===== src/rtl/riscv_core_pkg.sv =====
// Shared definitions for the riscv_core_hs mini core: opcodes, FSM states
// and the instruction-width rule.
package riscv_core_pkg;

    localparam logic [3:0] OP_LOAD  = 4'd0;
    localparam logic [3:0] OP_STORE = 4'd1;
    localparam logic [3:0] OP_ADD   = 4'd2;
    localparam logic [3:0] OP_SUB   = 4'd3;
    localparam logic [3:0] OP_AND   = 4'd4;
    localparam logic [3:0] OP_OR    = 4'd5;
    localparam logic [3:0] OP_XOR   = 4'd6;
    localparam logic [3:0] OP_SHL   = 4'd7;
    localparam logic [3:0] OP_SHR   = 4'd8;
    localparam logic [3:0] OP_LI    = 4'd9;
    localparam logic [3:0] OP_HALT  = 4'd15;

    typedef enum logic [1:0] {
        IDLE = 2'd0,
        MEM  = 2'd1,
        HALT = 2'd2
    } state_t;

    // Instruction word is {opcode[3:0], rd, rs1, rs2}.
    function automatic int instr_w(input int reg_aw);
        return 4 + 3 * reg_aw;
    endfunction

endpackage


===== src/rtl/riscv_alu.sv =====
// Combinational ALU for riscv_core_hs. Results wrap to DATA_W bits.
module riscv_alu
    import riscv_core_pkg::*;
#(
    parameter int DATA_W = 8
) (
    input  logic [3:0]        opcode,
    input  logic [DATA_W-1:0] a,
    input  logic [DATA_W-1:0] b,
    input  logic [DATA_W-1:0] imm,
    output logic [DATA_W-1:0] result
);

    localparam int SH_W = $clog2(DATA_W);

    logic [SH_W-1:0] sh_amt;

    assign sh_amt = b[SH_W-1:0];

    // Select the operation result; non-ALU opcodes produce zero.
    always_comb begin
        result = '0;
        case (opcode)
            OP_ADD:  result = a + b;
            OP_SUB:  result = a - b;
            OP_AND:  result = a & b;
            OP_OR:   result = a | b;
            OP_XOR:  result = a ^ b;
            OP_SHL:  result = a << sh_amt;
            OP_SHR:  result = a >> sh_amt;
            OP_LI:   result = imm;
            default: result = '0;
        endcase
    end

endmodule


===== src/rtl/riscv_core_hs.sv =====
// riscv_core_hs: parametrised mini core with valid/ready instruction fetch,
// req/ack data memory, retired-instruction counter and debug register port.
module riscv_core_hs
    import riscv_core_pkg::*;
#(
    parameter  int DATA_W  = 8,
    parameter  int REG_AW  = 4,
    parameter  int ADDR_W  = 4,
    parameter  int RET_W   = 16,
    localparam int INSTR_W = instr_w(REG_AW)
) (
    input  logic               clk,
    input  logic               reset_n,
    input  logic [INSTR_W-1:0] instr,
    input  logic               instr_valid,
    output logic               instr_ready,
    output logic               mem_req,
    output logic               mem_we,
    output logic [ADDR_W-1:0]  mem_addr,
    output logic [DATA_W-1:0]  mem_wdata,
    input  logic [DATA_W-1:0]  mem_rdata,
    input  logic               mem_ack,
    output logic               halted,
    output logic [RET_W-1:0]   retired,
    input  logic [REG_AW-1:0]  dbg_addr,
    output logic [DATA_W-1:0]  dbg_data
);

    localparam int NREG = 2 ** REG_AW;

    state_t              state;
    logic [DATA_W-1:0]   regs [NREG];
    logic [REG_AW-1:0]   pend_rd;

    logic [3:0]          op;
    logic [REG_AW-1:0]   rd;
    logic [REG_AW-1:0]   rs1;
    logic [REG_AW-1:0]   rs2;
    logic [DATA_W-1:0]   opa;
    logic [DATA_W-1:0]   opb;
    logic [2*REG_AW-1:0] imm_raw;
    logic [DATA_W-1:0]   imm;
    logic [DATA_W-1:0]   alu_res;

    assign {op, rd, rs1, rs2} = instr;
    assign opa      = regs[rs1];
    assign opb      = regs[rs2];
    assign imm_raw  = {rs1, rs2};
    assign imm      = DATA_W'(imm_raw);

    assign instr_ready = (state == IDLE);
    assign halted      = (state == HALT);
    assign dbg_data    = regs[dbg_addr];

    riscv_alu #(
        .DATA_W (DATA_W)
    ) u_alu (
        .opcode (op),
        .a      (opa),
        .b      (opb),
        .imm    (imm),
        .result (alu_res)
    );

    // Core FSM: register file writes, memory handshake and retire counter.
    always_ff @(posedge clk or negedge reset_n) begin
        if (!reset_n) begin
            state     <= IDLE;
            mem_req   <= 1'b0;
            mem_we    <= 1'b0;
            mem_addr  <= '0;
            mem_wdata <= '0;
            pend_rd   <= '0;
            retired   <= '0;
            for (int i = 0; i < NREG; i++) begin
                regs[i] <= '0;
            end
        end else begin
            case (state)
                IDLE: begin
                    if (instr_valid) begin
                        case (op)
                            OP_LOAD, OP_STORE: begin
                                mem_req   <= 1'b1;
                                mem_we    <= (op == OP_STORE);
                                mem_addr  <= opa[ADDR_W-1:0];
                                mem_wdata <= (op == OP_STORE) ? regs[rd] : '0;
                                pend_rd   <= rd;
                                state     <= MEM;
                            end
                            OP_HALT: begin
                                retired <= retired + RET_W'(1);
                                state   <= HALT;
                            end
                            default: begin
                                // Opcodes 10-14 are NOPs: they only retire.
                                if (op <= OP_LI) begin
                                    regs[rd] <= alu_res;
                                end
                                retired <= retired + RET_W'(1);
                            end
                        endcase
                    end
                end
                MEM: begin
                    if (mem_ack) begin
                        if (!mem_we) begin
                            regs[pend_rd] <= mem_rdata;
                        end
                        mem_req   <= 1'b0;
                        mem_we    <= 1'b0;
                        mem_addr  <= '0;
                        mem_wdata <= '0;
                        retired   <= retired + RET_W'(1);
                        state     <= IDLE;
                    end
                end
                default: begin
                    state <= HALT;
                end
            endcase
        end
    end

endmodule

===== config.mk =====
export PLATFORM = sky130hd
export DESIGN_NAME = riscv_core_hs
export DESIGN_NICKNAME = d
export VERILOG_FILES = /design/src/rtl/riscv_core_pkg.sv /design/src/rtl/riscv_alu.sv /design/src/rtl/riscv_core_hs.sv
export SDC_FILE = /design/constraint.sdc
export NUM_CORES = 1
export LEC_CHECK = 0
export BUFFER_PORTS_ARGS = -buffer_cell sky130_fd_sc_hd__buf_2
export CAP_MARGIN = 25
export CELL_PAD_IN_SITES_DETAIL_PLACEMENT = 1
export CELL_PAD_IN_SITES_GLOBAL_PLACEMENT = 2
export CORE_ASPECT_RATIO = 0.75
export CORE_MARGIN = 2
export CORE_UTILIZATION = 41
export DETAILED_ROUTE_END_ITERATION = 12
export GPL_TIMING_DRIVEN = 0
export PLACE_DENSITY = 0.87
export SLEW_MARGIN = 10
export SYNTH_ARGS = -nofsm -noshare
export SYNTH_HDL_FRONTEND = slang
export SYNTH_SLANG_ARGS = --single-unit
export TNS_END_PERCENT = 30

===== constraint.sdc =====
create_clock -name clk -period 5.1 [get_ports clk]
set_input_delay 0.51 -clock clk [delete_from_list [all_inputs] [get_ports clk]]
set_output_delay 0.51 -clock clk [all_outputs]
set_load 0.02 [all_outputs]

==> flow_metrics.tcl <==
set metrics [dict create \
    timing.slew.headroom 0.217 \
    seqPwrFrac 0.379 \
    detailedRoute.firstIterationViolations 2011 \
    finClkSkew_ns 0.0163 \
    worst_r2r_endpoint "regs[108]$_DFFE_PN0P_" \
    synthToLayoutAreaGrowth_pct 12.3 \
    core-area_um2 32700 \
    routed_wirelength_mm 65.9 \
    status "complete, no violations" \
    post-place-ws_ns -0.386 \
    yosys.cell_types.count 78 \
    cts-root-buf "sky130_fd_sc_hd__clkbuf_16" \
    route.detailed.vias_per_inst 7.17 \
    power_density_nw_per_um2 395 \
    vdd_drop_max_v 0.000236 \
    fin_setup_tns_ns 0 \
    timing.reg2reg.worst_path_depth 17 \
    pwr-share-clk 0.221 \
    finalMaxSlewViolations 0 \
    clk_transition_reported_paths_ns 0.08 \
    worst_pin_slew_ns 1.17 \
    grt_first_pass_wirelength_mm 96.6 \
    critPathMaxFanout 10 \
    final_antenna_net_count 0 \
    synth_edf_count 0 \
    register_area_share_after_synthesis 0.300 \
    first_global_vias 14400 \
    crit_path_start "instr[3]" \
    netlist.area_leader.share 0.300 \
    overflow 0 \
    clock_tree_from_tritoncts "done" \
    report.final.hold_viol_count 0 \
    placementRows 57 \
    timing.max_cap.violations 0 \
    critPathArrivalTime_ns 5.41 \
    synthesis.instances 1407 \
    crit_path_start_kind "input port" \
    postSynthAreaPerCell_um2 9.73 \
    initial_standard_cell_utilization_of_the_core 0.419 \
    cts_buffers 17 \
    r2r_slack_ns 0.13 \
    power_report.internal_total_mw 3.34 \
    hold_slack_ns 0.0348 \
    post_route_cells_drive_above_1_share 0.211 \
    post-route-util 0.471 \
    drt_pass1_iterations 5 \
    top_level_ports 72 \
    p_switching_mw 2.73 \
    dpl.cell_count 1920 \
    netSwitchingFraction 0.450 \
    post_drt_wl_per_cell_um 33.6 \
    async_reset_ff_frac 1.00 \
    worst_skew_pair.late_latency_ns 0.47 \
    final_min_period_over_clock_period 0.988 \
    place.port_buffers 63 \
    rr_startpoint "regs[89]$_DFFE_PN0P_" \
    grt_max_degree 84 \
    fin_crit_ns 5.04 \
    total_of_flip_flops_plus_latches_after_synthesis 164 \
    hold_buffers 0 \
    synth_warnings 0 \
    synth_area_leaders "sky130_fd_sc_hd__dfrtp_1 (30%), sky130_fd_sc_hd__mux4_2 (23%), sky130_fd_sc_hd__o21ai_0 (4.3%), sky130_fd_sc_hd__nand2_1 (4.2%), sky130_fd_sc_hd__a21oi_1 (3.4%)" \
    fmax_mhz 199 \
    dr_total_vias 14000 \
    chipWidth_um 215 \
    leakage_nw 5.88 \
    finish.cell_count_without_fillers 1960 \
    synth_top_flop_cell "sky130_fd_sc_hd__dfrtp_1" \
    comb_power_share 0.400 \
    design_power_mw 6.07 \
    crit_required_ns 5.47 \
    clk_path_buf_depth 2 \
    path_class "in -> reg" \
    final_replace_weighted_congestion 1.04 \
    die_h_um 162 \
    floorplan.die_area_um2 34900 \
    grt.total_usage 0.382 \
    cts_htree_levels 4 \
    final_net_count 1564 \
    grt_setup_unrepaired "yes" \
    syn_area_um2 13700 \
    hold_class "in -> async" \
    fin_area_um2 15400 \
    drc_errors 0 \
    setup_viol 0 \
    hpwl_dp_mm 51.1 \
    cts_sinks 164 \
    synth_nets 1466 \
    worstSetupEndpointType "register" \
    biggest_area_consumer_among_synthesized_cells "sky130_fd_sc_hd__dfrtp_1" \
    setup_ws_post_layout_ns 0.0634 \
    placed_cell_area_um2 14700 \
    antenna_violations_before_repair 1 \
    final.fill_count 3747 \
]
## kinds of logic after synthesis
logic type / synth area share
compound gates: 0.184
fa+ha+maj: 0.0252
flops: 0.300
buf+inv: 0.0469
simple gates: 0.173
xor+xnor: 0.0157
mux: 0.255
## registers in the layout (all words and copies together), names as in the netlist
signal	cells
regs	128
retired	16
mem_addr	4
mem_wdata	8
state	2
pend_rd	4
mem_req	1
mem_we	1
## cells in the mapped netlist, types with 4 or more instances
cell	count
sky130_fd_sc_hd__nor2b_1	19
sky130_fd_sc_hd__nand2_1	152
sky130_fd_sc_hd__xor2_1	6
sky130_fd_sc_hd__nand4_1	8
sky130_fd_sc_hd__and4_1	4
sky130_fd_sc_hd__a221o_1	4
sky130_fd_sc_hd__mux2_2	5
sky130_fd_sc_hd__a32o_1	8
sky130_fd_sc_hd__o221ai_1	30
sky130_fd_sc_hd__nand3b_1	4
sky130_fd_sc_hd__buf_6	7
sky130_fd_sc_hd__mux2i_1	19
sky130_fd_sc_hd__clkbuf_1	63
sky130_fd_sc_hd__o21a_1	8
sky130_fd_sc_hd__buf_4	5
sky130_fd_sc_hd__and3_1	8
sky130_fd_sc_hd__a221oi_1	15
sky130_fd_sc_hd__nor2_1	111
sky130_fd_sc_hd__mux4_2	141
sky130_fd_sc_hd__o21ai_1	8
sky130_fd_sc_hd__o21ai_0	117
sky130_fd_sc_hd__nor3_1	74
sky130_fd_sc_hd__buf_1	20
sky130_fd_sc_hd__a22o_1	7
sky130_fd_sc_hd__inv_1	21
sky130_fd_sc_hd__and2_1	18
sky130_fd_sc_hd__ha_1	26
sky130_fd_sc_hd__buf_2	20
sky130_fd_sc_hd__dfrtp_1	164
sky130_fd_sc_hd__nand3_1	46
sky130_fd_sc_hd__or3_1	4
sky130_fd_sc_hd__a31oi_1	4
sky130_fd_sc_hd__nand2b_1	15
sky130_fd_sc_hd__nor3b_1	5
sky130_fd_sc_hd__xnor2_1	16
sky130_fd_sc_hd__a22oi_1	17
sky130_fd_sc_hd__o22a_1	26
sky130_fd_sc_hd__a32oi_1	15
sky130_fd_sc_hd__or2_2	4
sky130_fd_sc_hd__nor4_1	17
sky130_fd_sc_hd__a21oi_1	94
## power groups by stage
stage	logic, mW	clock network [mW]	registers, mW
after floorplan	1.62	0	1.95
after detailed placement	2.33	0	2.22
after CTS	2.35	1.33	2.20
after global placement	2.25	0	2.17
final	2.43	1.34	2.30
after global routing	2.58	1.37	2.28
## repair_timing
action                                  4_1_cts  5_1_grt
hold endpoints to repair                      0        0
endpoints found under the setup margin       18       40
pin swaps                                     0        1
gates resized for setup                       2        4
buffers inserted                              0        0
## worst max path at each step
stage,end,cells past startpoint
after CTS,regs[5]$_DFFE_PN0P_,19
after global placement,regs[62]$_DFFE_PN0P_,18
after floorplan,regs[103]$_DFFE_PN0P_,21
after global routing,regs[62]$_DFFE_PN0P_,19
after detailed placement,regs[87]$_DFFE_PN0P_,17
final,regs[14]$_DFFE_PN0P_,19
## area by class of cell
type                       count  area, µm²  area share
tap                          442        553      0.0360
antenna                        1       2.50    0.000163
clock inverter                14        138     0.00895
timing repair buffer          79        512      0.0333
buffer                       118        558      0.0363
inverter                      23       88.8     0.00578
multi-input combinational   1102       8990       0.585
sequential                   164       4100       0.267
clock buffer                  17        425      0.0277
## cell usage in the layout, fill, tap and decap left out, types with 26 or more instances in the layout
master,instances
sky130_fd_sc_hd__a21oi_1,94
sky130_fd_sc_hd__nor2_1,111
sky130_fd_sc_hd__o221ai_1,30
sky130_fd_sc_hd__nand2_1,152
sky130_fd_sc_hd__mux4_2,141
sky130_fd_sc_hd__clkbuf_1,63
sky130_fd_sc_hd__nor3_1,73
sky130_fd_sc_hd__ha_1,26
sky130_fd_sc_hd__o21ai_0,117
sky130_fd_sc_hd__dfrtp_1,164
sky130_fd_sc_hd__o22a_1,26
sky130_fd_sc_hd__buf_2,81
sky130_fd_sc_hd__nand3_1,46
## critical path, stage by stage
cell and delay [ns]:
sky130_fd_sc_hd__buf_2 0.13, sky130_fd_sc_hd__clkbuf_1 0.38, sky130_fd_sc_hd__clkbuf_1 0.74, sky130_fd_sc_hd__nor3b_1 0.16
sky130_fd_sc_hd__nor2_1 0.37, sky130_fd_sc_hd__nand2_1 0.25, sky130_fd_sc_hd__inv_2 0.27, sky130_fd_sc_hd__xnor2_1 0.13
sky130_fd_sc_hd__ha_1 0.34, sky130_fd_sc_hd__nor2b_1 0.15, sky130_fd_sc_hd__o21ai_0 0.21, sky130_fd_sc_hd__a21oi_1 0.15
sky130_fd_sc_hd__o21a_1 0.20, sky130_fd_sc_hd__o21a_1 0.18, sky130_fd_sc_hd__o31ai_2 0.18, sky130_fd_sc_hd__buf_4 0.25
sky130_fd_sc_hd__clkbuf_1 0.43, sky130_fd_sc_hd__o21ai_0 0.17, sky130_fd_sc_hd__a21oi_1 0.20
## routing by layer
metal  vias to the layer above  GRT usage  wire, µm
met1                      7096      0.508     25600
met4                         0      0.139      2330
met3                       200      0.174     10800
met5                         -          0         0
met2                      1097      0.548     27200
li1                       5653          -         -
(Power assumes the default switching activity.)
